**config.mk**
```make
export PLATFORM = sky130hd
export DESIGN_NAME = reg_load_arbiter
export DESIGN_NICKNAME = d
export VERILOG_FILES = /design/src/rtl/reg_arb_pkg.sv /design/src/rtl/reg_load_arbiter_rr_pick.sv /design/src/rtl/reg_load_arbiter.sv
export SDC_FILE = /design/constraint.sdc
export NUM_CORES = 1
export LEC_CHECK = 0
export ABC_AREA = 1
export CORE_ASPECT_RATIO = 1.2
export CORE_MARGIN = 1
export CORE_UTILIZATION = 56
export DETAILED_ROUTE_END_ITERATION = 10
export DONT_BUFFER_PORTS = 1
export GPL_TIMING_DRIVEN = 0
export PLACE_DENSITY = 0.78
export SETUP_SLACK_MARGIN = 0.3
export SLEW_MARGIN = 20
export SYNTH_ARGS = -nofsm -noshare
export SYNTH_HDL_FRONTEND = slang
export SYNTH_SLANG_ARGS = --single-unit
```
**constraint.sdc**
```tcl
create_clock -name clk -period 2.2 [get_ports clk]
set_input_delay 0.66 -clock clk [delete_from_list [all_inputs] [get_ports clk]]
set_output_delay 0.66 -clock clk [all_outputs]
set_load 0.02 [all_outputs]
```
**src/rtl/reg_arb_pkg.sv**
```systemverilog
// reg_arb_pkg: shared state encoding and limits for the register load arbiter
package reg_arb_pkg;
    typedef enum logic [1:0] {IDLE, LOAD, WAIT, CLR} state_t;
    localparam int MAX_NREQ = 8;
endpackage

```
**src/rtl/reg_load_arbiter_rr_pick.sv**
```systemverilog
// rr_pick: combinational round-robin picker, first set request at or after ptr
module rr_pick #(
    parameter  int NREQ = 4,
    localparam int IW   = $clog2(NREQ)
) (
    input  logic [NREQ-1:0] req_i,
    input  logic [IW-1:0]   ptr_i,
    output logic            valid_o,
    output logic [IW-1:0]   idx_o
);
    localparam logic [IW:0] NR = (IW+1)'(NREQ);
    logic [2*NREQ-1:0] dbl;
    logic [NREQ-1:0]   rot;
    logic [IW:0]       sum;
    logic [IW:0]       wrap;
    always_comb begin
        dbl = {req_i, req_i} >> ptr_i;
        rot = dbl[NREQ-1:0];
        valid_o = |req_i;
        sum = '0;
        for (int j = NREQ - 1; j >= 0; j--)
            if (rot[j]) sum = j[IW:0];
        sum = sum + {1'b0, ptr_i};
        wrap = (sum >= NR) ? sum - NR : sum;
        idx_o = wrap[IW-1:0];
    end
endmodule

```
**src/rtl/reg_load_arbiter.sv**
```systemverilog
// reg_load_arbiter: round-robin req/gnt sequencer driving one shared load/clear register
module reg_load_arbiter
    import reg_arb_pkg::*;
#(
    parameter  int N    = 8,
    parameter  int NREQ = 4,
    localparam int IW   = $clog2(NREQ)
) (
    input  logic              clk,
    input  logic              clear_n,
    input  logic [NREQ-1:0]   req_i,
    input  logic [NREQ*N-1:0] wdata_i,
    input  logic              clr_req_i,
    output logic [NREQ-1:0]   gnt_o,
    output logic [N-1:0]      reg_in_o,
    output logic              reg_load_o,
    output logic              reg_clear_o,
    output logic [IW-1:0]     owner_o,
    output logic              busy_o
);
    state_t            state_q, state_d;
    logic [NREQ-1:0]   gnt_q, gnt_d;
    logic [N-1:0]      reg_in_q, reg_in_d;
    logic              load_q, load_d;
    logic              clear_q, clear_d;
    logic [IW-1:0]     owner_q, owner_d;
    logic [IW-1:0]     ptr_q, ptr_d;
    logic              busy_q;
    logic              pick_valid;
    logic [IW-1:0]     pick_idx;

    rr_pick #(.NREQ(NREQ)) u_pick (
        .req_i   (req_i),
        .ptr_i   (ptr_q),
        .valid_o (pick_valid),
        .idx_o   (pick_idx)
    );

    always_comb begin
        state_d  = state_q;
        gnt_d    = gnt_q;
        reg_in_d = reg_in_q;
        load_d   = load_q;
        clear_d  = clear_q;
        owner_d  = owner_q;
        ptr_d    = ptr_q;
        case (state_q)
            IDLE: begin
                if (clr_req_i) begin
                    state_d = CLR;
                    clear_d = 1'b1;
                end else if (pick_valid) begin
                    state_d  = LOAD;
                    gnt_d    = NREQ'(1) << pick_idx;
                    reg_in_d = wdata_i[pick_idx*N +: N];
                    load_d   = 1'b1;
                    owner_d  = pick_idx;
                end
            end
            LOAD: begin
                state_d = WAIT;
                load_d  = 1'b0;
            end
            WAIT: begin
                // release only once the owner has seen its grant and dropped req
                if (!req_i[owner_q]) begin
                    state_d = IDLE;
                    gnt_d   = '0;
                    ptr_d   = (owner_q == IW'(NREQ - 1)) ? '0 : owner_q + 1'b1;
                end
            end
            default: begin
                state_d = IDLE;
                clear_d = 1'b0;
            end
        endcase
    end

    always_ff @(posedge clk or negedge clear_n) begin
        if (!clear_n) begin
            state_q  <= IDLE;
            gnt_q    <= '0;
            reg_in_q <= '0;
            load_q   <= 1'b0;
            clear_q  <= 1'b0;
            owner_q  <= '0;
            ptr_q    <= '0;
            busy_q   <= 1'b0;
        end else begin
            state_q  <= state_d;
            gnt_q    <= gnt_d;
            reg_in_q <= reg_in_d;
            load_q   <= load_d;
            clear_q  <= clear_d;
            owner_q  <= owner_d;
            ptr_q    <= ptr_d;
            busy_q   <= (state_d != IDLE);
        end
    end

    assign gnt_o       = gnt_q;
    assign reg_in_o    = reg_in_q;
    assign reg_load_o  = load_q;
    assign reg_clear_o = clear_q;
    assign owner_o     = owner_q;
    assign busy_o      = busy_q;
endmodule

```
==> run_results.csv <==
group,metric,value,unit
timing,hold_viol_final,0,
timing,worst_slew_pin_slew,522,ps
grt,first_global_vias,1333,
logic_synthesis,yosysWarnings,0,
logic_synthesis,synthFlopType,"dfrtp_1",
grt,grt_overflow,0,
layout,final_cell_mix,"nand2_1 (41), nand3_1 (24), dfrtp_1 (19)",
critical_path,cp_data_required_time,2410,ps
layout,final_common_cell,"nand2_1",
place,routabilityCongestion,0.813,
routing,drc,0,
logic_synthesis,yosysSeqAreaShare,0.362,
timing,postLayoutSetupSlackWorst,139,ps
logic_synthesis,synth_seq_cells,21,
pwr,swShare,0.487,
critical_path,worst_path_max_delay_cell,"dfrtp_2",
pwr,p_seq_frac,0.244,
clocking,cts.path.max_buffers,2,
grt,grt_max_degree,22,
run,cap_violations,0,
clocking,htreeDepth,1,
pwr,leakage,0.910,nW
floorplanning,num_io_pins,56,
critical_path,path_cells,"inv_6 > nand2_2 > nand3_1 > nand2_2 > a21boi_2 > ha_4 > xor2_4 > inv_2 > buf_4 > nand3_2 > nand3_1 > nand3_2 > nand2_1",
logic_synthesis,synth-async-reset-ratio,1.00,
floorplanning,die_area,2800,um2
floorplanning,die_h,57.8,um
pwr,p_int,1.95,mW
timing,fin_skew,12.4,ps
clocking,clk_latency,310,ps
logic_synthesis,synth_area_leader_cell,"dfrtp_1",
layout,synthToLayoutAreaGrowth,23.3,%
timing,setup_viol,0,
clocking,clk_pin_slew,110,ps
timing,slew_viol_final,0,
logic_synthesis,synth_edf_count,0,
floorplanning,dieWidth,48.5,um
timing,rsz0062_at_grt,"true",
logic_synthesis,syn_nets,229,
pwr,p_switching,1.85,mW
timing,fin_crit,2060,ps
critical_path,cpLargestDelayFamily,"simple AND/OR/NAND/NOR gates",
routing,wl,3470,um
floorplanning,core_region_area,2380,um2
clocking,cts_tree,"yes",
logic_synthesis,yosysUniqueCellTypes,24,
critical_path,start_kind,"flop",
place,place_ws,-54.3,ps
routing,vias,1311,
routing,vias_per_cell,5.68,
place,placed_cell_area,1580,um2
routing,ant_nets,0,
logic_synthesis,yosys-top-cells-area,"dfrtp_1 (36%), nand2_1 (13%), mux2i_1 (11%)",
routing,wire_per_inst,15.0,um
layout,final_area,1790,um2
routing,drt_iter0_markers,43,
layout,diodes,0,
timing,fin_crit_sh,0.937,
pwr,power.density,2120,nW/um2
grt,grt_antenna_before_repair,0,
critical_path,crit_path_max_fanout,6,
place,port-buffer-count,0,
logic_synthesis,synth_cells,184,
outcome,status,"finished, final reports clean",
critical_path,critical_path_class,"reg -> reg",
floorplanning,start_util,0.611,
clocking,cts_sinks,21,
logic_synthesis,avgSynthCellArea,7.89,um2
logic_synthesis,synth_area,1450,um2
critical_path,crit_buf_inv,3,
place,hpwl,2290,um
grt,grt_pass1_wl,5870,um
critical_path,end_kind,"flop",
layout,drive_above_1_share,0.290,
worst_hold_path,min_path_type,"in -> async",
timing,slew-limit-headroom,0.651,
pwr,combPwrFrac,0.707,
critical_path,crit_path_max_incr_delay,500,ps
layout,nFillCells,171,
grt,track_usage,0.270,
critical_path,crit_arrival,2270,ps
floorplanning,num_rows,19,
pwr,ir_drop,1730,uV
clocking,cts_made_buffers,3,
clocking,cts-root-buf,"clkbuf_4",
routing,firstDrtPassIters,4,
pwr,pwr-share-clk,0.049,
layout,nNetsFinal,246,
logic_synthesis,synth_top_area_frac,0.362,
timing,fmaxAchievable,485,MHz
==> timing repair <==
action,CTS,global route
resized for setup,16,0
cloned,2,0
endpoints found under the hold margin,0,12
pin swaps,7,0
setup endpoints to repair,14,14
hold buffers,0,1
setup buffers,9,0
==> flip-flops by register name (all words and copies together) (netlist names) <==
signal,flops
busy_o,1
reg_load_o,1
reg_in_o,8
ptr_q,2
owner_o,2
gnt_o,4
reg_clear_o,1
state_q,2
==> stage by stage <==
step / instances / hold slack, ps / power [mW] / util / TNS [ps]
after global placement: 215 / 365 / 2.94 / 0.663 / -3.17
after floorplan: 184 / 364 / 2.68 / - / 0
final: 231 / 36.4 / 3.79 / 0.753 / 0
after global routing: 231 / 11.9 / 4.09 / 0.753 / 0
after detailed placement: 215 / 365 / 3.00 / 0.663 / -415
after CTS: 230 / 20.4 / 3.75 / 0.749 / 0
==> cells in the mapped netlist (4+ instances only) <==
cell and instances:
nand3_1 32, o21ai_1 5, o21ai_0 4, inv_1 16, nand2_1 49, nand2_4 4, dfrtp_1 21, mux2i_1 16
nand2_2 9, ha_1 6
==> power groups by stage <==
stage / clock network, mW / logic [mW] / registers [mW]
floorplan: 0 / 1.79 / 0.886
global placement: 0 / 2.01 / 0.926
detailed placement: 0 / 2.08 / 0.926
CTS: 0.190 / 2.63 / 0.923
global route: 0.208 / 2.93 / 0.951
finish: 0.187 / 2.68 / 0.927
==> layout make-up <==
class | instances | area, um2 | share of cell area
Clock buffer | 3 | 22.5 | 0.0126
Buffer | 5 | 58.8 | 0.0328
Tap cell | 31 | 38.8 | 0.0217
Inverter | 20 | 82.6 | 0.0461
Sequential cell | 21 | 528 | 0.295
Timing Repair Buffer | 11 | 110 | 0.0615
Multi-Input combinational cell | 139 | 945 | 0.528
Clock inverter | 1 | 5.00 | 0.00280
==> layer usage <==
metal,wire (um),track usage,vias to the layer above,share of wire
li1,-,-,636,-
met1,1400,0.321,615,0.40
met2,1850,0.493,56,0.53
met3,188,0.0472,4,0.054
met4,37,0.0924,0,0.011
met5,0,0,-,0
==> kinds of logic (layout without fill, tap and decap cells) <==
kind of cell,after synthesis,count (layout),share of synthesized area
and+or+nand+nor,99,100,0.331
buffers and inverters,25,40,0.0741
DFF,21,21,0.362
AOI/OAI and AO/OA,16,16,0.0603
muxes,16,16,0.110
adders and majority gates,6,6,0.0517
xor gates and xnor gates,1,1,0.0112
==> final timing paths <==
path,from,endpoint,slack [ps],cells past startpoint
worst max-delay path,ptr_q[0]$_DFFE_PN0P_,reg_in_o[0]$_DFFE_PN0P_,140,13
worst min-delay path,clear_n,ptr_q[0]$_DFFE_PN0P_,40,0
worst max register to register,ptr_q[0]$_DFFE_PN0P_,reg_in_o[0]$_DFFE_PN0P_,140,13
worst min register to register,reg_in_o[2]$_DFFE_PN0P_,reg_in_o[2]$_DFFE_PN0P_,640,2
max in group asynchronous,clear_n,state_q[1]$_DFF_PN0_,1110,1
min in group clk,clr_req_i,reg_clear_o$_DFFE_PN0P_,530,2
Power figures use the tool's default switching activity.
